## src/rtl/serial_gteq_comparator.sv

```systemverilog
// Bit-serial unsigned magnitude comparator: scans an operand pair MSB-first,
// stops at the first differing bit and returns gteq/gt/eq over valid/ready.
module serial_gteq_comparator #(
    parameter int unsigned N = 8
) (
    input  logic         clk,
    input  logic         rst_n,
    input  logic         in_valid,
    output logic         in_ready,
    input  logic [N-1:0] a,
    input  logic [N-1:0] b,
    output logic         out_valid,
    input  logic         out_ready,
    output logic         gteq,
    output logic         gt,
    output logic         eq
);

    localparam int unsigned IW = (N > 1) ? $clog2(N) : 1;

    typedef enum logic [1:0] {
        IDLE = 2'd0,
        SCAN = 2'd1,
        DONE = 2'd2
    } state_t;

    state_t          r_state;
    state_t          w_next_state;
    logic [N-1:0]    r_a_q;
    logic [N-1:0]    r_b_q;
    logic [IW-1:0]   r_idx;
    logic            r_in_ready;
    logic            r_out_valid;
    logic            r_gteq;
    logic            r_gt;
    logic            r_eq;

    logic            w_accept;
    logic            w_load_res;
    logic            w_dec;
    logic            w_res_gt;
    logic            w_res_eq;
    logic            w_bit_a;
    logic            w_bit_b;

    assign w_bit_a = r_a_q[r_idx];
    assign w_bit_b = r_b_q[r_idx];

    always_ff @(posedge clk or negedge rst_n) begin
        if (!rst_n) begin
            r_state <= IDLE;
        end else begin
            r_state <= w_next_state;
        end
    end

    always_comb begin
        w_next_state = r_state;
        w_accept     = 1'b0;
        w_load_res   = 1'b0;
        w_dec        = 1'b0;
        w_res_gt     = 1'b0;
        w_res_eq     = 1'b0;
        unique case (r_state)
            IDLE: begin
                if (in_valid && r_in_ready) begin
                    w_accept     = 1'b1;
                    w_next_state = SCAN;
                end
            end
            SCAN: begin
                if (w_bit_a != w_bit_b) begin
                    w_load_res   = 1'b1;
                    w_res_gt     = w_bit_a;
                    w_next_state = DONE;
                end else if (r_idx == '0) begin
                    w_load_res   = 1'b1;
                    w_res_eq     = 1'b1;
                    w_next_state = DONE;
                end else begin
                    w_dec = 1'b1;
                end
            end
            DONE: begin
                if (out_ready) begin
                    w_next_state = IDLE;
                end
            end
            default: w_next_state = IDLE;
        endcase
    end

    // Datapath and registered handshake outputs, steered by the FSM strobes
    always_ff @(posedge clk or negedge rst_n) begin
        if (!rst_n) begin
            r_a_q       <= '0;
            r_b_q       <= '0;
            r_idx       <= '0;
            r_in_ready  <= 1'b1;
            r_out_valid <= 1'b0;
            r_gteq      <= 1'b0;
            r_gt        <= 1'b0;
            r_eq        <= 1'b0;
        end else begin
            r_in_ready  <= (w_next_state == IDLE);
            r_out_valid <= (w_next_state == DONE);
            if (w_accept) begin
                r_a_q <= a;
                r_b_q <= b;
                r_idx <= IW'(N - 1);
            end else if (w_dec) begin
                r_idx <= r_idx - IW'(1);
            end
            if (w_load_res) begin
                r_gt   <= w_res_gt;
                r_eq   <= w_res_eq;
                r_gteq <= w_res_gt | w_res_eq;
            end
        end
    end

    assign in_ready  = r_in_ready;
    assign out_valid = r_out_valid;
    assign gteq      = r_gteq;
    assign gt        = r_gt;
    assign eq        = r_eq;

endmodule

```

## config.mk

```make
export PLATFORM = sky130hd
export DESIGN_NAME = serial_gteq_comparator
export DESIGN_NICKNAME = d
export VERILOG_FILES = /design/src/rtl/serial_gteq_comparator.sv
export SDC_FILE = /design/constraint.sdc
export NUM_CORES = 1
export LEC_CHECK = 0
export CAP_MARGIN = 10
export CORE_ASPECT_RATIO = 0.9
export CORE_MARGIN = 2
export CORE_UTILIZATION = 55
export DETAILED_ROUTE_END_ITERATION = 10
export DONT_BUFFER_PORTS = 1
export PLACE_DENSITY = 0.77
export REMOVE_ABC_BUFFERS = 1
export SLEW_MARGIN = 20
export SYNTH_ARGS = -nofsm -noshare
export SYNTH_HDL_FRONTEND = slang
export SYNTH_SLANG_ARGS = --single-unit
export TNS_END_PERCENT = 20
```

## constraint.sdc

```tcl
create_clock -name clk -period 2.7 [get_ports clk]
set_input_delay 0.135 -clock clk [delete_from_list [all_inputs] [get_ports clk]]
set_output_delay 0.135 -clock clk [all_outputs]
set_load 0.02 [all_outputs]
```

==> impl_metrics.tcl, run 1 <==
set metrics [dict create \
    outcome "completed" \
    power_switching_uw 517 \
    clk_path_buf_depth 2 \
    antenna_found_initial 0 \
    setup_viol 0 \
    p_total_mw 1.56 \
    cp.required_ns 2.91 \
    period_minus_slack_ns 2.54 \
    yosysSeqAreaShare_pct 53.8 \
    maxSlewViolCount 0 \
    synthAdderAreaFrac_pct 3.10 \
    drtAntennaViolNets 0 \
    wl_met3_um 66 \
    antenna_cells 0 \
    firstDrtPassIters 3 \
    port_buffers 0 \
    yosys-top-cells-count "dfrtp_1 (25), mux2_2 (18), nor2_1 (5), mux4_1 (4)" \
    num_io_pins 25 \
    multi_input_area_um2 519 \
    tightest_slew_ns 0.436 \
    end_kind "flip-flop" \
    peakVddDrop_v 0.000619 \
    async_reset_ff_share_pct 100 \
    syn_inst 82 \
    yosys.cell_types.count 22 \
    post_route_cells_drive_above_1_share_pct 27.2 \
    vias 708 \
    ys.flop_type "dfrtp_1" \
    hold_path_class "input pin to flip-flop" \
    crit_arrival_ns 2.75 \
    synth_top_cell_area_share_pct 51.6 \
    whs_ns 0.0270 \
    design_area_um2 1460 \
    grt_pass1_wl_mm 3.46 \
    grt_pass1_vias 746 \
    wl_per_cell_um 15.3 \
    relSlewSlack_pct 71.0 \
    synth.mux.area_fraction_pct 27.9 \
    synth_seq_cells 26 \
    synth_most_common_cell "dfrtp_1" \
    clk_latency_ns 0.31 \
    area_delta_synth_final_pct 20.1 \
    drtIter0Drc 14 \
    fin_nets 127 \
    clkPwrFrac_pct 12.3 \
    path_cells "mux4_1, mux2_2, ha_1, a21oi_1, mux2_2" \
    cts_resized 0 \
    fin_crit_sh_pct 94.0 \
    cts_tree "done" \
    avgSynthCellArea_um2 14.8 \
    syn_area_um2 1210 \
    netlist_top_cells_area "dfrtp_1 (52%), mux2_2 (17%), mux4_1 (8.7%), ha_1 (3.1%), buf_6 (2.8%)" \
    seq_area_um2 652 \
    rsz0062_at_grt "no" \
    critPathTopFamily "multiplexers" \
    worst-setup-path-type "flip-flop to flip-flop" \
    die_area_um2 2600 \
    clock.fmax_mhz 394 \
    synth_xor_area_share_pct 0 \
    synth_top_family_by_area "multiplexers" \
    grt_max_degree 27 \
    post_cts_buffers 0 \
    slowest_stage "mux4_1" \
    synthSimpleGateAreaFrac_pct 8.57 \
    p_comb_share_pct 40.4 \
    dp_slack_ns 0.213 \
    cts_inserted_buffers 3 \
    row_count 16 \
    h-tree-depth 1 \
    start_kind "flip-flop" \
    met1Wirelength_um 947 \
    die_w_um 53.5 \
    p_leak_nw 0.660 \
    place_congestion 0.839 \
    placed_area_um2 1220 \
    path_clk_slew_ns 0.13 \
    overflow 0 \
    hpwlAfterDp_mm 1.42 \
    drc 0 \
    swShare_pct 33.2 \
    final-hold-violation-count 0 \
    maxCapViolCount 0 \
    synth_edf_count 0 \
    fin_worst_skew_ns 0.00311 \
    slowest_delay_ns 0.60 \
    intPower_mw 1.04 \
    seq_power_share_pct 47.3 \
    core_um2 2120 \
    synth_largest_area_cell "dfrtp_1" \
    root_buffer "clkbuf_4" \
    cpMostUsedCell "mux2_2" \
    num-fill-cells 163 \
    wl_mm 1.99 \
    synth_compound_area_share_pct 3.30 \
    ys_warn_count 0 \
    path_max_fanout 7 \
    highest_layer "met3" \
    track_usage_pct 18.3 \
    die-height_um 48.5 \
    initial_utilization_pct 57.1 \
    clkSinkCount 26 \
    dr_wl_met2_um 978 \
    setup_slack_ns 0.161 \
    viasPerCell 5.45 \
    power_density_nw_per_um2 1070 \
    setup-tns-final_ns 0 \
    critPathBufInv 0 \
]
==> kinds of logic (layout without fill, tap and decap cells) <==
group                      count (synthesis)  after routing
muxes                                     25             25
DFF                                       26             26
AOI/OAI and AO/OA                          5              5
adders and majority gates                  3              3
buffers and inverters                      5             26
and+or+nand+nor                           18             18
==> flip-flops by register name (all words and copies together) (netlist names) <==
name / cells
gt: 1
out_valid: 1
in_ready: 1
r_a_q: 8
eq: 1
r_state: 2
r_b_q: 8
gteq: 1
r_idx: 3
==> final timing paths <==
kind,slack (ns),from,endpoint,depth (start not counted)
max reg2reg,0.16,r_idx[0],gt,5
max,0.16,r_idx[0],gt,5
min reg2reg,0.52,r_b_q[0],r_b_q[0],1
min in group asynchronous,0.23,rst_n,r_idx[1],2
max in group asynchronous,2.25,rst_n,in_ready,2
min,0.03,in_valid,in_ready,3
==> metrics by stage <==
step           utilization (%)  instances
6_report                  68.6        130
3_3_place_gp              57.5        107
5_1_grt                   68.6        130
3_5_place_dp              57.5        107
2_1_floorplan                -         79
4_1_cts                   68.6        130
==> routing by layer <==
metal / global-route usage [%] / up-vias
li1: - / 344
met1: 27.1 / 347
met2: 27.4 / 17
met3: 3.70 / 0
met4: 5.13 / 0
met5: 0 / -
==> what timing repair did <==
action                                 CTS  global route
endpoints found under the hold margin   43             0
hold buffers                            19             0
setup endpoints to repair                0             0
==> cell usage in the layout, fill, tap and decap left out <==
cell	instances
a21oi_1	2
and2_1	1
and4bb_1	1
buf_12	1
buf_4	1
clkbuf_4	3
clkbuf_8	1
dfrtp_1	25
dfstp_2	1
dlygate4sd3_1	18
ha_1	3
inv_1	2
mux2_2	18
mux2i_1	3
mux4_1	4
nand2_1	1
nand2b_1	3
nand3_1	1
nand4_1	2
nor2_1	5
nor2b_1	1
nor3b_1	1
o221a_2	1
o22a_1	1
o32a_1	1
or2_2	2
==> worst reg2reg max path, stage by stage, from the launching register on <==
cell and delay, ns:
dfrtp_1 0.53, mux4_1 0.60, mux2_2 0.28, ha_1 0.38, a21oi_1 0.28, mux2_2 0.37
==> power by group through the flow <==
stage	Combinational (mW)	Sequential [mW]	Clock, mW
global placement	0.574	0.741	0
global route	0.704	0.762	0.220
detailed placement	0.599	0.749	0
floorplan	0.513	0.699	0
CTS	0.635	0.739	0.195
finish	0.629	0.736	0.192
==> layout make-up <==
class / instances / share of cell area [%]
Sequential cell: 26 / 44.8
Multi-Input combinational cell: 51 / 35.7
Timing Repair Buffer: 20 / 14.3
Clock buffer: 4 / 2.49
Tap cell: 27 / 2.32
Inverter: 2 / 0.515
(Power assumes the default switching activity.)
==> run 2, diff against run 1 <==
--- a/config.mk
+++ b/config.mk
@@ -12,7 +12,6 @@
 export DETAILED_ROUTE_END_ITERATION = 10
 export DONT_BUFFER_PORTS = 1
 export PLACE_DENSITY = 0.77
-export REMOVE_ABC_BUFFERS = 1
 export SLEW_MARGIN = 20
 export SYNTH_ARGS = -nofsm -noshare
 export SYNTH_HDL_FRONTEND = slang
==> constraint.sdc (replaced) <==
create_clock -name clk -period 2.35 [get_ports clk]
set_input_delay 0.1175 -clock clk [delete_from_list [all_inputs] [get_ports clk]]
set_output_delay 0.1175 -clock clk [all_outputs]
set_load 0.02 [all_outputs]
==> run 2 against run 1 <==
Net effect: power up 20%; non-clock buffer count up 3; critical path type unchanged; flip-flop and latch count unchanged; clock power up 15%; global-route usage up 1.6 points; fmax up 14%; cell area up 1.5%; cell count up 2.3%; worst hold slack worse by 0.0059 ns; routed wire length up 8.6%.
==> impl_metrics.tcl, run 2 (synthesis gave the netlist of run 1 again) <==
set metrics [dict create \
    path_clk_slew_ns 0.13 \
    fin_nets 130 \
    post_cts_buffers 0 \
    hold_path_class "input pin to flip-flop" \
    setup_viol 0 \
    cts_hold_buf 19 \
    cts_inserted_buffers 3 \
    viasPerCell 5.58 \
    antenna_found_initial 0 \
    p_leak_nw 0.674 \
    drc 0 \
    setup-tns-final_ns 0 \
    path_max_fanout 4 \
    peakVddDrop_v 0.000686 \
    tightest_slew_ns 0.303 \
    fin_crit_sh_pct 95.0 \
    overflow 0 \
    dp_slack_ns 0.148 \
    clk_path_buf_depth 2 \
    clock.fmax_mhz 448 \
    power_density_nw_per_um2 1260 \
    wl_mm 2.16 \
    maxCapViolCount 0 \
    cts_resized 0 \
    grt_pass1_wl_mm 3.64 \
    initial_utilization_pct 57.1 \
    crit_arrival_ns 2.46 \
    core_um2 2120 \
    antenna_cells 0 \
    maxSlewViolCount 0 \
    h-tree-depth 1 \
    die_area_um2 2600 \
    area_delta_synth_final_pct 22.0 \
    drtAntennaViolNets 0 \
    whs_ns 0.0211 \
    rsz0062_at_grt "no" \
    die-height_um 48.5 \
    clk_latency_ns 0.32 \
    post_route_cells_drive_above_1_share_pct 29.2 \
    wl_per_cell_um 16.3 \
    drtIter0Drc 1 \
    die_w_um 53.5 \
    fin_worst_skew_ns 0.00488 \
    reg.largest.list "r_a_q x8, r_b_q x8, r_idx x3" \
    track_usage_pct 19.9 \
    root_buffer "clkbuf_4" \
    end_kind "flip-flop" \
    outcome "completed" \
    place_congestion 0.767 \
    period_minus_slack_ns 2.23 \
    clkSinkCount 26 \
    cp.required_ns 2.57 \
    worst-setup-path-type "flip-flop to flip-flop" \
    grt_max_degree 27 \
    setup_slack_ns 0.117 \
    start_kind "flip-flop" \
    firstDrtPassIters 3 \
    num_io_pins 25 \
    vias 742 \
    row_count 16 \
    final_common_cell "dfrtp_1" \
    grt_pass1_vias 787 \
    final-hold-violation-count 0 \
    final_cell_mix "dfrtp_1 (25), mux2_2 (18), dlygate4sd3_1 (18)" \
    relSlewSlack_pct 79.8 \
    cts_tree "done" \
    port_buffers 0 \
    synth_nets 105 \
]
## run 2: worst max-delay path, stage by stage, from the launching register on
cell and delay, ns:
dfrtp_1 0.44, mux4_1 0.58, mux2_2 0.29, ha_1 0.31, a21oi_1 0.18, mux2_2 0.35
## run 2: final cells by class
cell class	instances	area, um2
Clock buffer	4	36.3
Fill cell	174	643
Inverter	2	7.51
Multi-Input combinational cell	51	519
Sequential cell	26	652
Tap cell	27	33.8
Timing Repair Buffer	23	230
## run 2: metal layers
metal / part of all wire [%] / up-vias / global-route usage, %
met1: 42 / 361 / 25.7
met5: 0 / - / 0
met2: 50 / 23 / 30.0
met4: 4.3 / 0 / 13.7
met3: 3.2 / 10 / 3.40
li1: - / 348 / -
## run 2: path summary, 6_finish.rpt
kind / startpoint / to / slack [ns] / cells past startpoint
max: r_idx[0] / gt / 0.12 / 5
min: in_valid / in_ready / 0.02 / 3
max reg2reg: r_idx[0] / gt / 0.12 / 5
min reg2reg: r_b_q[0] / r_b_q[0] / 0.52 / 1
max in group asynchronous: rst_n / in_ready / 1.92 / 2
min in group asynchronous: rst_n / r_state[0] / 0.21 / 2
## run 2: through the flow
| stage | area [um2] | total power [mW] | util [%] | cells |
|---|---|---|---|---|
| floorplan | 1210 | 1.44 | - | 82 |
| global placement | 1240 | 1.58 | 58.5 | 110 |
| detailed placement | 1240 | 1.62 | 58.5 | 110 |
| CTS | 1480 | 1.88 | 69.7 | 133 |
| global route | 1480 | 2.00 | 69.7 | 133 |
| finish | 1480 | 1.87 | 69.7 | 133 |
## run 2: power by group
group | total (mW) | internal [mW] | switching (mW)
logic | 0.811 | 0.494 | 0.316
registers | 0.838 | 0.662 | 0.176
clock network | 0.221 | 0.0948 | 0.126
